===== src/rtl/sp_pkg.sv =====
// Shared command encodings and violation classes for the stack-pointer unit.
package sp_pkg;

   typedef enum logic [2:0] {
      SP_HOLD   = 3'b000,
      SP_CLEAR  = 3'b001,
      SP_PUSH   = 3'b010,
      SP_POP    = 3'b011,
      SP_LOAD   = 3'b100,
      SP_ADJ    = 3'b101,
      SP_CLRERR = 3'b110,
      SP_RSVD   = 3'b111
   } sp_cmd_e;

   // Which end of the stack region a rejected candidate fell past.
   typedef enum logic [1:0] {
      VIOL_NONE = 2'b00,
      VIOL_OVF  = 2'b01,
      VIOL_UNF  = 2'b10
   } sp_viol_e;

endpackage


===== src/rtl/sp_unit_if.sv =====
// Command/status bundle between the control unit and the stack-pointer unit.
interface sp_unit_if #(
   parameter int N = 8
);
   logic [2:0]   ctrl;
   logic [N-1:0] din;
   logic [N-1:0] out;
   logic [N-1:0] level;
   logic         empty;
   logic         full;
   logic         ovf;
   logic         unf;
   logic         fault;

   modport master (output ctrl, din, input out, level, empty, full, ovf, unf, fault);
   modport slave  (input ctrl, din, output out, level, empty, full, ovf, unf, fault);
endinterface


===== src/rtl/sp_bounds_check.sv =====
// Computes the candidate next pointer for a command and classifies it against the
// stack region, using N+2-bit signed arithmetic so no candidate can wrap.
module sp_bounds_check
   import sp_pkg::*;
#(
   parameter int           N     = 8,
   parameter bit           DOWN  = 1'b1,
   parameter logic [N-1:0] BASE  = 8'hFF,
   parameter logic [N-1:0] LIMIT = 8'hF0
) (
   input  logic [N-1:0] ptr,
   input  sp_cmd_e      cmd,
   input  logic [N-1:0] din,
   output logic [N-1:0] cand,
   output logic         in_range,
   output sp_viol_e     viol
);

   typedef logic signed [N+1:0] wide_t;

   localparam logic [N-1:0] SPAN   = DOWN ? BASE - LIMIT : LIMIT - BASE;
   localparam wide_t        SPAN_W = signed'({2'b00, SPAN});
   localparam wide_t        BASE_W = signed'({2'b00, BASE});
   localparam wide_t        ONE_W  = wide_t'(1);

   wide_t ptr_w;
   wide_t din_w;
   wide_t cand_w;
   wide_t dist_w;

   // NOTE: every output of a combinational block gets a default before any branch;
   // a path that leaves one unassigned would infer a latch.
   always_comb begin
      ptr_w  = signed'({2'b00, ptr});
      din_w  = signed'({{2{din[N-1]}}, din});
      cand_w = ptr_w;
      case (cmd)
         SP_CLEAR: cand_w = BASE_W;
         SP_PUSH:  cand_w = DOWN ? ptr_w - ONE_W : ptr_w + ONE_W;
         SP_POP:   cand_w = DOWN ? ptr_w + ONE_W : ptr_w - ONE_W;
         SP_LOAD:  cand_w = signed'({2'b00, din});
         SP_ADJ:   cand_w = DOWN ? ptr_w - din_w : ptr_w + din_w;
         default:  cand_w = ptr_w;
      endcase

      // Distance travelled from BASE toward LIMIT: negative is past BASE,
      // beyond SPAN is past LIMIT.
      dist_w = DOWN ? BASE_W - cand_w : cand_w - BASE_W;
      viol   = VIOL_NONE;
      if (dist_w[N+1]) begin
         viol = VIOL_UNF;
      end else if (dist_w > SPAN_W) begin
         viol = VIOL_OVF;
      end
      in_range = (viol == VIOL_NONE);
      cand     = cand_w[N-1:0];
   end

endmodule


===== src/rtl/sp_unit.sv =====
// Stack-pointer unit: registered pointer with sticky overflow/underflow flags and a
// one-cycle fault pulse for every rejected command.
module sp_unit
   import sp_pkg::*;
#(
   parameter int           N     = 8,
   parameter bit           DOWN  = 1'b1,
   parameter logic [N-1:0] BASE  = 8'hFF,
   parameter logic [N-1:0] LIMIT = 8'hF0
) (
   input  logic       clk,
   input  logic       rst,
   sp_unit_if.slave   bus
);

   generate
      if (BASE == LIMIT || (DOWN && LIMIT > BASE) || (!DOWN && LIMIT < BASE)) begin : g_bad_cfg
         $error("sp_unit: BASE/LIMIT must differ and agree with the growth direction DOWN");
      end
   endgenerate

   sp_cmd_e      cmd;
   logic [N-1:0] cand;
   logic         in_range;
   sp_viol_e     viol;

   logic [N-1:0] out_q, out_d;
   logic         ovf_q, ovf_d;
   logic         unf_q, unf_d;
   logic         fault_q, fault_d;

   assign cmd = sp_cmd_e'(bus.ctrl);

   sp_bounds_check #(
      .N     (N),
      .DOWN  (DOWN),
      .BASE  (BASE),
      .LIMIT (LIMIT)
   ) u_bounds (
      .ptr      (out_q),
      .cmd      (cmd),
      .din      (bus.din),
      .cand     (cand),
      .in_range (in_range),
      .viol     (viol)
   );

   always_comb begin
      out_d   = in_range ? cand : out_q;
      ovf_d   = ovf_q;
      unf_d   = unf_q;
      fault_d = 1'b0;
      // Only moving commands can violate, so flag clearing never races flag setting.
      if (cmd == SP_CLEAR || cmd == SP_CLRERR) begin
         ovf_d = 1'b0;
         unf_d = 1'b0;
      end else if (viol == VIOL_OVF) begin
         ovf_d   = 1'b1;
         fault_d = 1'b1;
      end else if (viol == VIOL_UNF) begin
         unf_d   = 1'b1;
         fault_d = 1'b1;
      end
   end

   // NOTE: state registers use non-blocking assignments so every flop samples the
   // values from before the edge, independent of statement order.
   always_ff @(posedge clk or posedge rst) begin
      if (rst) begin
         out_q   <= BASE;
         ovf_q   <= 1'b0;
         unf_q   <= 1'b0;
         fault_q <= 1'b0;
      end else begin
         out_q   <= out_d;
         ovf_q   <= ovf_d;
         unf_q   <= unf_d;
         fault_q <= fault_d;
      end
   end

   assign bus.out   = out_q;
   assign bus.level = DOWN ? BASE - out_q : out_q - BASE;
   assign bus.empty = (out_q == BASE);
   assign bus.full  = (out_q == LIMIT);
   assign bus.ovf   = ovf_q;
   assign bus.unf   = unf_q;
   assign bus.fault = fault_q;

endmodule


===== src/flat_wrapper.sv =====
// flat-port wrapper written by rule: the top's interface ports become plain ports
module sp_unit_flat import sp_pkg::*;
#(
   parameter int           N     = 8,
   parameter bit           DOWN  = 1'b1,
   parameter logic [N-1:0] BASE  = 8'hFF,
   parameter logic [N-1:0] LIMIT = 8'hF0
)
  (clk, rst, bus_ctrl, bus_din, bus_out, bus_level, bus_empty, bus_full, bus_ovf, bus_unf, bus_fault);
  sp_unit_if #(.N(N)) bus_i ();
  input  logic clk;
  input  logic rst;
  input wire logic [$bits(bus_i.ctrl)-1:0] bus_ctrl;
  input wire logic [$bits(bus_i.din)-1:0] bus_din;
  output wire logic [$bits(bus_i.out)-1:0] bus_out;
  output wire logic [$bits(bus_i.level)-1:0] bus_level;
  output wire logic [$bits(bus_i.empty)-1:0] bus_empty;
  output wire logic [$bits(bus_i.full)-1:0] bus_full;
  output wire logic [$bits(bus_i.ovf)-1:0] bus_ovf;
  output wire logic [$bits(bus_i.unf)-1:0] bus_unf;
  output wire logic [$bits(bus_i.fault)-1:0] bus_fault;
  assign bus_i.ctrl = bus_ctrl;
  assign bus_i.din = bus_din;
  assign bus_out = bus_i.out;
  assign bus_level = bus_i.level;
  assign bus_empty = bus_i.empty;
  assign bus_full = bus_i.full;
  assign bus_ovf = bus_i.ovf;
  assign bus_unf = bus_i.unf;
  assign bus_fault = bus_i.fault;
  sp_unit #(.N(N), .DOWN(DOWN), .BASE(BASE), .LIMIT(LIMIT)) u_core (.clk(clk), .rst(rst), .bus(bus_i));
endmodule

===== config.mk =====
export PLATFORM = sky130hd
export DESIGN_NAME = sp_unit_flat
export DESIGN_NICKNAME = d
export VERILOG_FILES = /design/src/rtl/sp_pkg.sv /design/src/rtl/sp_unit_if.sv /design/src/rtl/sp_bounds_check.sv /design/src/rtl/sp_unit.sv /design/src/flat_wrapper.sv
export SDC_FILE = /design/constraint.sdc
export NUM_CORES = 1
export LEC_CHECK = 0
export ABC_AREA = 1
export CAP_MARGIN = 20
export CORE_MARGIN = 2
export CORE_UTILIZATION = 55
export DETAILED_ROUTE_END_ITERATION = 12
export PLACE_DENSITY = 0.93
export SKIP_LAST_GASP = 1
export SLEW_MARGIN = 10
export SYNTH_ARGS = -nofsm -noshare
export SYNTH_HDL_FRONTEND = slang
export SYNTH_SLANG_ARGS = --single-unit
export TNS_END_PERCENT = 50

===== constraint.sdc =====
create_clock -name clk -period 4.6 [get_ports clk]
set_clock_uncertainty 0.2 [all_clocks]
set_input_delay 0.92 -clock clk [delete_from_list [all_inputs] [get_ports clk]]
set_output_delay 0.92 -clock clk [all_outputs]
set_load 0.03 [all_outputs]

==> results of run 1 <==
## worst paths after layout
check                                         startpoint  slack (ns)                       endpoint
setup / recovery                              bus_din[0]        0.77     u_core.bus.fault$_DFF_PP0_
hold / removal             u_core.bus.out[0]$_DFFE_PP1N_        0.32  u_core.bus.out[0]$_DFFE_PP1N_
setup reg to reg           u_core.bus.out[0]$_DFFE_PP1N_        1.25     u_core.bus.fault$_DFF_PP0_
hold reg to reg            u_core.bus.out[0]$_DFFE_PP1N_        0.32  u_core.bus.out[0]$_DFFE_PP1N_
max in group asynchronous                            rst        3.15  u_core.bus.out[4]$_DFFE_PP1N_
min in group asynchronous                            rst        0.73     u_core.bus.fault$_DFF_PP0_
## power breakdown
part           switching [uW]  internal [uW]  leakage (uW)
sequential               48.5            133      0.000118
combinational             327            203      0.000943
clock                    33.3           33.6     0.0000150
## area by class of cell
class                   instances  area [um^2]  share of cell area
well taps                      31         38.8              0.0195
clock buffers                   4         26.3              0.0132
multi-input cells             209         1100               0.551
flip-flops and latches         11          285               0.143
inverters                      57          215               0.108
repair buffers                 33          330               0.166
## state kept, by name, summed over array words and instances, names as in the netlist
| name | flops |
|---|---|
| u_core.bus.unf | 1 |
| u_core.bus.ovf | 1 |
| u_core.bus.fault | 1 |
| u_core.bus.out | 8 |
## tightest hold or removal path, cell delays in order, from the launching register on
cell and delay, ns:
dfstp_2 0.41, nand2_1 0.07, nand2_1 0.05
## cell usage after synthesis (3+ instances only)
cell type	number
a21oi_1	9
dfrtp_1	3
dfstp_2	8
ha_1	14
inv_1	52
inv_2	3
nand2_1	77
nand2_2	4
nand3_1	36
nand4_1	6
nor2_1	28
nor2_2	6
o21ai_0	14
or2_2	3
## routing by layer
metal	share of wire	GRT usage	vias up
li1	-	-	957
met3	0.089	0.0446	2
met4	0.0037	0.0631	0
met2	0.46	0.456	93
met1	0.44	0.399	814
met5	0	0	-
## logic make-up after synthesis
kind of cell	Yosys count	share of synthesized area
simple gates	163	0.453
buf+inv	58	0.139
compound gates	30	0.104
fa+ha+maj	15	0.122
flops	11	0.178
xor+xnor	1	0.00546
## per-stage QoR
step | power (uW) | hold WS, ns | area [um^2] | utilization
after CTS | 773 | 0.324 | 1990 | 0.723
final | 777 | 0.321 | 1990 | 0.723
after floorplan | 538 | 0.354 | 1610 | -
after global placement | 691 | 0.300 | 1970 | 0.713
after global routing | 849 | 0.351 | 1990 | 0.723
after detailed placement | 703 | 0.309 | 1970 | 0.713
==> impl_metrics.env, run 1 <==
export IMPL_layout_nets=343
export IMPL_track_usage=0.282
export IMPL_synth_area_top_cells="nand2_1 18%, dfstp_2 13%, inv_1 12%"
export IMPL_via_per_inst=5.41
export IMPL_grt_pass1_vias=1711
export IMPL_portBuffers=33
export IMPL_cts_tree="yes"
export IMPL_yosysUniqueCellTypes=29
export IMPL_start_util=0.582
export IMPL_crit_required_ns=4.58
export IMPL_cts_buffers=3
export IMPL_drive_gt1_frac=0.0924
export IMPL_antenna_found_initial=0
export IMPL_via_count=1866
export IMPL_placedCellCount=341
export IMPL_crit_buf_inv=4
export IMPL_dieArea_um2=3370
export IMPL_crit_chain="clkdlybuf4s50_1 -> ha_1 -> inv_1 -> fa_1 -> nand3_1 -> a21oi_1 -> o21ai_0 -> nand2_1 -> nand2_1 -> nand3_1 -> nand3_1 -> nand3_1 -> inv_1 -> ha_1 -> o21a_1 -> nand2_1 -> nor2_2 -> nand4_4 -> nand2_1 -> inv_1"
export IMPL_arrival_ns=3.81
export IMPL_clkSinkCount=11
export IMPL_start_kind="input port"
export IMPL_yosysTopAreaCell="nand2_1"
export IMPL_async_flop_share=1.00
export IMPL_first_pass_iters=6
export IMPL_synth_edf_count=0
export IMPL_netlist_area_um2=1610
export IMPL_run_status="finished clean"
export IMPL_wl_per_cell_um=12.5
export IMPL_tns_ns=0
export IMPL_ys_seq_area_frac=0.178
export IMPL_rsz0062_at_grt="no"
export IMPL_timing_slew_headroom=0.743
export IMPL_rr_worst_depth=20
export IMPL_root_buffer="clkbuf_4"
export IMPL_fmax_mhz=261
export IMPL_cap_violations=0
export IMPL_instances_no_fill=345
export IMPL_cts_resized=0
export IMPL_hold_viol=0
export IMPL_clk_pin_slew_ns=0.07
export IMPL_dp_hpwl_mm=3.52
export IMPL_cp_num_cells=20
export IMPL_drtIter0Drc=128
export IMPL_ios=34
export IMPL_synth_seq_cells=11
export IMPL_synth_ff_type="dfstp_2"
export IMPL_num_antenna_cells=0
export IMPL_die_y_um=58.0
export IMPL_cpPeakStageDelay_ns=0.51
export IMPL_min_period_over_period=0.833
export IMPL_areaGrowthSynthToFinish_pct=24.2
export IMPL_clk_insertion_delay_late_ns=0.27
export IMPL_crit_type="in -> reg"
export IMPL_syn_area_per_cell_um2=5.77
export IMPL_synthCells=278
export IMPL_grt_pass1_wl_mm=7.49
export IMPL_drc=0
export IMPL_post_cts_buffers=0
export IMPL_setup_ws_ns=0.770
export IMPL_hold_class="reg -> reg"
export IMPL_slowest_stage="clkdlybuf4s50_1"
export IMPL_synth_warnings=0
export IMPL_whs_path_depth=2
export IMPL_grt_start_max_net_pins=14
export IMPL_worstMarginPinSlew_ns=0.382
export IMPL_clock_path_buffers=2
export IMPL_cp_top_family="simple AND/OR/NAND/NOR gates"
export IMPL_power_density_nw_per_um2=390
export IMPL_final_cell_mix="77 x nand2_1, 52 x inv_1, 36 x nand3_1, 33 x clkdlybuf4s50_1, 28 x nor2_1"
export IMPL_syn_nets=306
export IMPL_antenna_left=0
export IMPL_setup_viol=0
export IMPL_gp_congestion=0.964
export IMPL_yosysTopAreaCellShare=0.180
export IMPL_pre_cts_ws_ns=0.516
export IMPL_postCtsHoldBufs=0
export IMPL_die_w_um=58.0
export IMPL_htree_levels=1
export IMPL_end_kind="flop"
export IMPL_min_period_ns=3.83
export IMPL_routed_wirelength_mm=4.30
export IMPL_final_common_cell="nand2_1"
export IMPL_overflow=0
export IMPL_ir_drop_mv=0.547
export IMPL_leakage_uw=0.00108
export IMPL_filler_cell_count=244
export IMPL_crit_fanout=9
export IMPL_drv_slew=0
export IMPL_coreArea_um2=2760
export IMPL_rows=19
Power figures use the tool's default switching activity.
==> inputs of run 2 (changes only) <==
--- a/config.mk
+++ b/config.mk
@@ -8,9 +8,9 @@
 export ABC_AREA = 1
 export CAP_MARGIN = 20
 export CORE_MARGIN = 2
-export CORE_UTILIZATION = 55
+export CORE_UTILIZATION = 47
 export DETAILED_ROUTE_END_ITERATION = 12
-export PLACE_DENSITY = 0.93
+export PLACE_DENSITY = 0.86
 export SKIP_LAST_GASP = 1
 export SLEW_MARGIN = 10
 export SYNTH_ARGS = -nofsm -noshare
==> constraint.sdc (replaced) <==
create_clock -name clk -period 3.2 [get_ports clk]
set_clock_uncertainty 0.2 [all_clocks]
set_input_delay 0.64 -clock clk [delete_from_list [all_inputs] [get_ports clk]]
set_output_delay 0.64 -clock clk [all_outputs]
set_load 0.03 [all_outputs]
==> run 2 against run 1 <==
Setup slack lost 0.70 ns. Register-to-register slack worse by 1.0 ns. Clock power up 39%. Total power is 78% higher.
==> impl_metrics.env, run 2 (synthesis gave the netlist of run 1 again) <==
export IMPL_run_status="finished clean"
export IMPL_leakage_uw=0.00126
export IMPL_final_cell_mix="70 x nand2_1, 40 x inv_1, 32 x nand3_1, 28 x nor2_1"
export IMPL_clock_path_buffers=2
export IMPL_rr_worst_depth=20
export IMPL_dieArea_um2=3900
export IMPL_coreArea_um2=3310
export IMPL_layout_nets=371
export IMPL_portBuffers=33
export IMPL_hold_slack_ns=0.307
export IMPL_grt_pass1_vias=1725
export IMPL_wl_per_cell_um=13.0
export IMPL_start_kind="flop"
export IMPL_final_common_cell="nand2_1"
export IMPL_min_period_over_period=0.977
export IMPL_hold_viol=0
export IMPL_overflow=0
export IMPL_arrival_ns=2.29
export IMPL_ir_drop_mv=0.526
export IMPL_clk_insertion_delay_late_ns=0.27
export IMPL_drtIter0Drc=121
export IMPL_drive_gt1_frac=0.275
export IMPL_antenna_found_initial=0
export IMPL_timing_slew_headroom=0.742
export IMPL_dp_hpwl_mm=3.76
export IMPL_grt_start_max_net_pins=12
export IMPL_instances_no_fill=388
export IMPL_drv_slew=0
export IMPL_via_count=2039
export IMPL_first_pass_iters=5
export IMPL_rsz0062_at_grt="yes"
export IMPL_clk_pin_slew_ns=0.07
export IMPL_die_y_um=62.4
export IMPL_cts_buffers=3
export IMPL_ios=34
export IMPL_htree_levels=1
export IMPL_root_buffer="clkbuf_4"
export IMPL_antenna_left=0
export IMPL_cts_tree="yes"
export IMPL_fmax_mhz=320
export IMPL_via_per_inst=5.26
export IMPL_crit_required_ns=2.36
export IMPL_end_kind="output port"
export IMPL_final_util=0.731
export IMPL_min_period_ns=3.13
export IMPL_rows=21
export IMPL_start_util=0.485
export IMPL_cap_violations=0
export IMPL_worstMarginPinSlew_ns=0.386
export IMPL_hold_class="reg -> reg"
export IMPL_track_usage=0.238
export IMPL_placedCellCount=374
export IMPL_grt_pass1_wl_mm=7.53
export IMPL_whs_path_depth=2
export IMPL_die_w_um=62.4
export IMPL_power_density_nw_per_um2=572
export IMPL_gp_congestion=0.961
export IMPL_crit_fanout=6
export IMPL_routed_wirelength_mm=5.05
export IMPL_num_antenna_cells=0
export IMPL_crit_type="reg -> out"
export IMPL_clkSinkCount=11
export IMPL_areaGrowthSynthToFinish_pct=50.7
export IMPL_postCtsHoldBufs=0
export IMPL_largest_reg_flops=8
export IMPL_setup_viol=0
export IMPL_drc=0
run 2: routing by layer:
layer | up-vias | GRT usage | share of wire
met1 | 923 | 0.308 | 0.42
met5 | - | 0 | 0
met2 | 90 | 0.430 | 0.50
met4 | 0 | 0.0167 | 0.012
met3 | 8 | 0.0432 | 0.074
li1 | 1018 | - | -
run 2: power by group:
| group | internal [uW] | switching [uW] | total, uW |
|---|---|---|---|
| clock network | 48.3 | 44.8 | 93.0 |
| logic | 460 | 594 | 1050 |
| registers | 189 | 48.3 | 238 |
run 2: final timing paths:
path	start	end	slack [ns]
setup / recovery	u_core.bus.out[6]$_DFFE_PP1N_	bus_empty	0.07
hold / removal	u_core.bus.unf$_DFFE_PP0P_	u_core.bus.unf$_DFFE_PP0P_	0.31
setup reg to reg	u_core.bus.out[0]$_DFFE_PP1N_	u_core.bus.fault$_DFF_PP0_	0.22
hold reg to reg	u_core.bus.unf$_DFFE_PP0P_	u_core.bus.unf$_DFFE_PP0P_	0.31
max in group asynchronous	rst	u_core.bus.out[2]$_DFFE_PP1N_	2.02
min in group asynchronous	rst	u_core.bus.ovf$_DFFE_PP0P_	0.46
run 2: through the flow:
stage               cell area (um^2)  power, uW  setup slack [ns]  TNS (ns)
CTS                             2220       1260            0.0125         0
global placement                2120       1080            -0.458     -4.32
detailed placement              2120       1100            -0.528     -5.10
floorplan                       1610        773           0.00228         0
global route                    2420       1490           -0.0172   -0.0172
finish                          2420       1380            0.0728         0
run 2: repair_timing:
| action | 4_1_cts | 5_1_grt |
|---|---|---|
| gates resized for setup | 11 | 41 |
| pin swaps | 7 | 28 |
| cloned | 1 | 0 |
| endpoints found under the setup margin | 11 | 10 |
| buffers inserted | 3 | 6 |
run 2: critical path: stages, from the launching register on:
cell and delay, ns:
dfstp_2 0.63, inv_1 0.16, nor3_1 0.31, inv_1 0.10, nor2_1 0.14, clkdlybuf4s50_1 0.69
run 2: layout make-up:
type / instances / area (um^2)
multi-input cells: 210 / 1290
fillers: 269 / 892
repair buffers: 60 / 546
flip-flops and latches: 11 / 285
inverters: 57 / 218
well taps: 46 / 57.6
clock buffers: 4 / 26.3
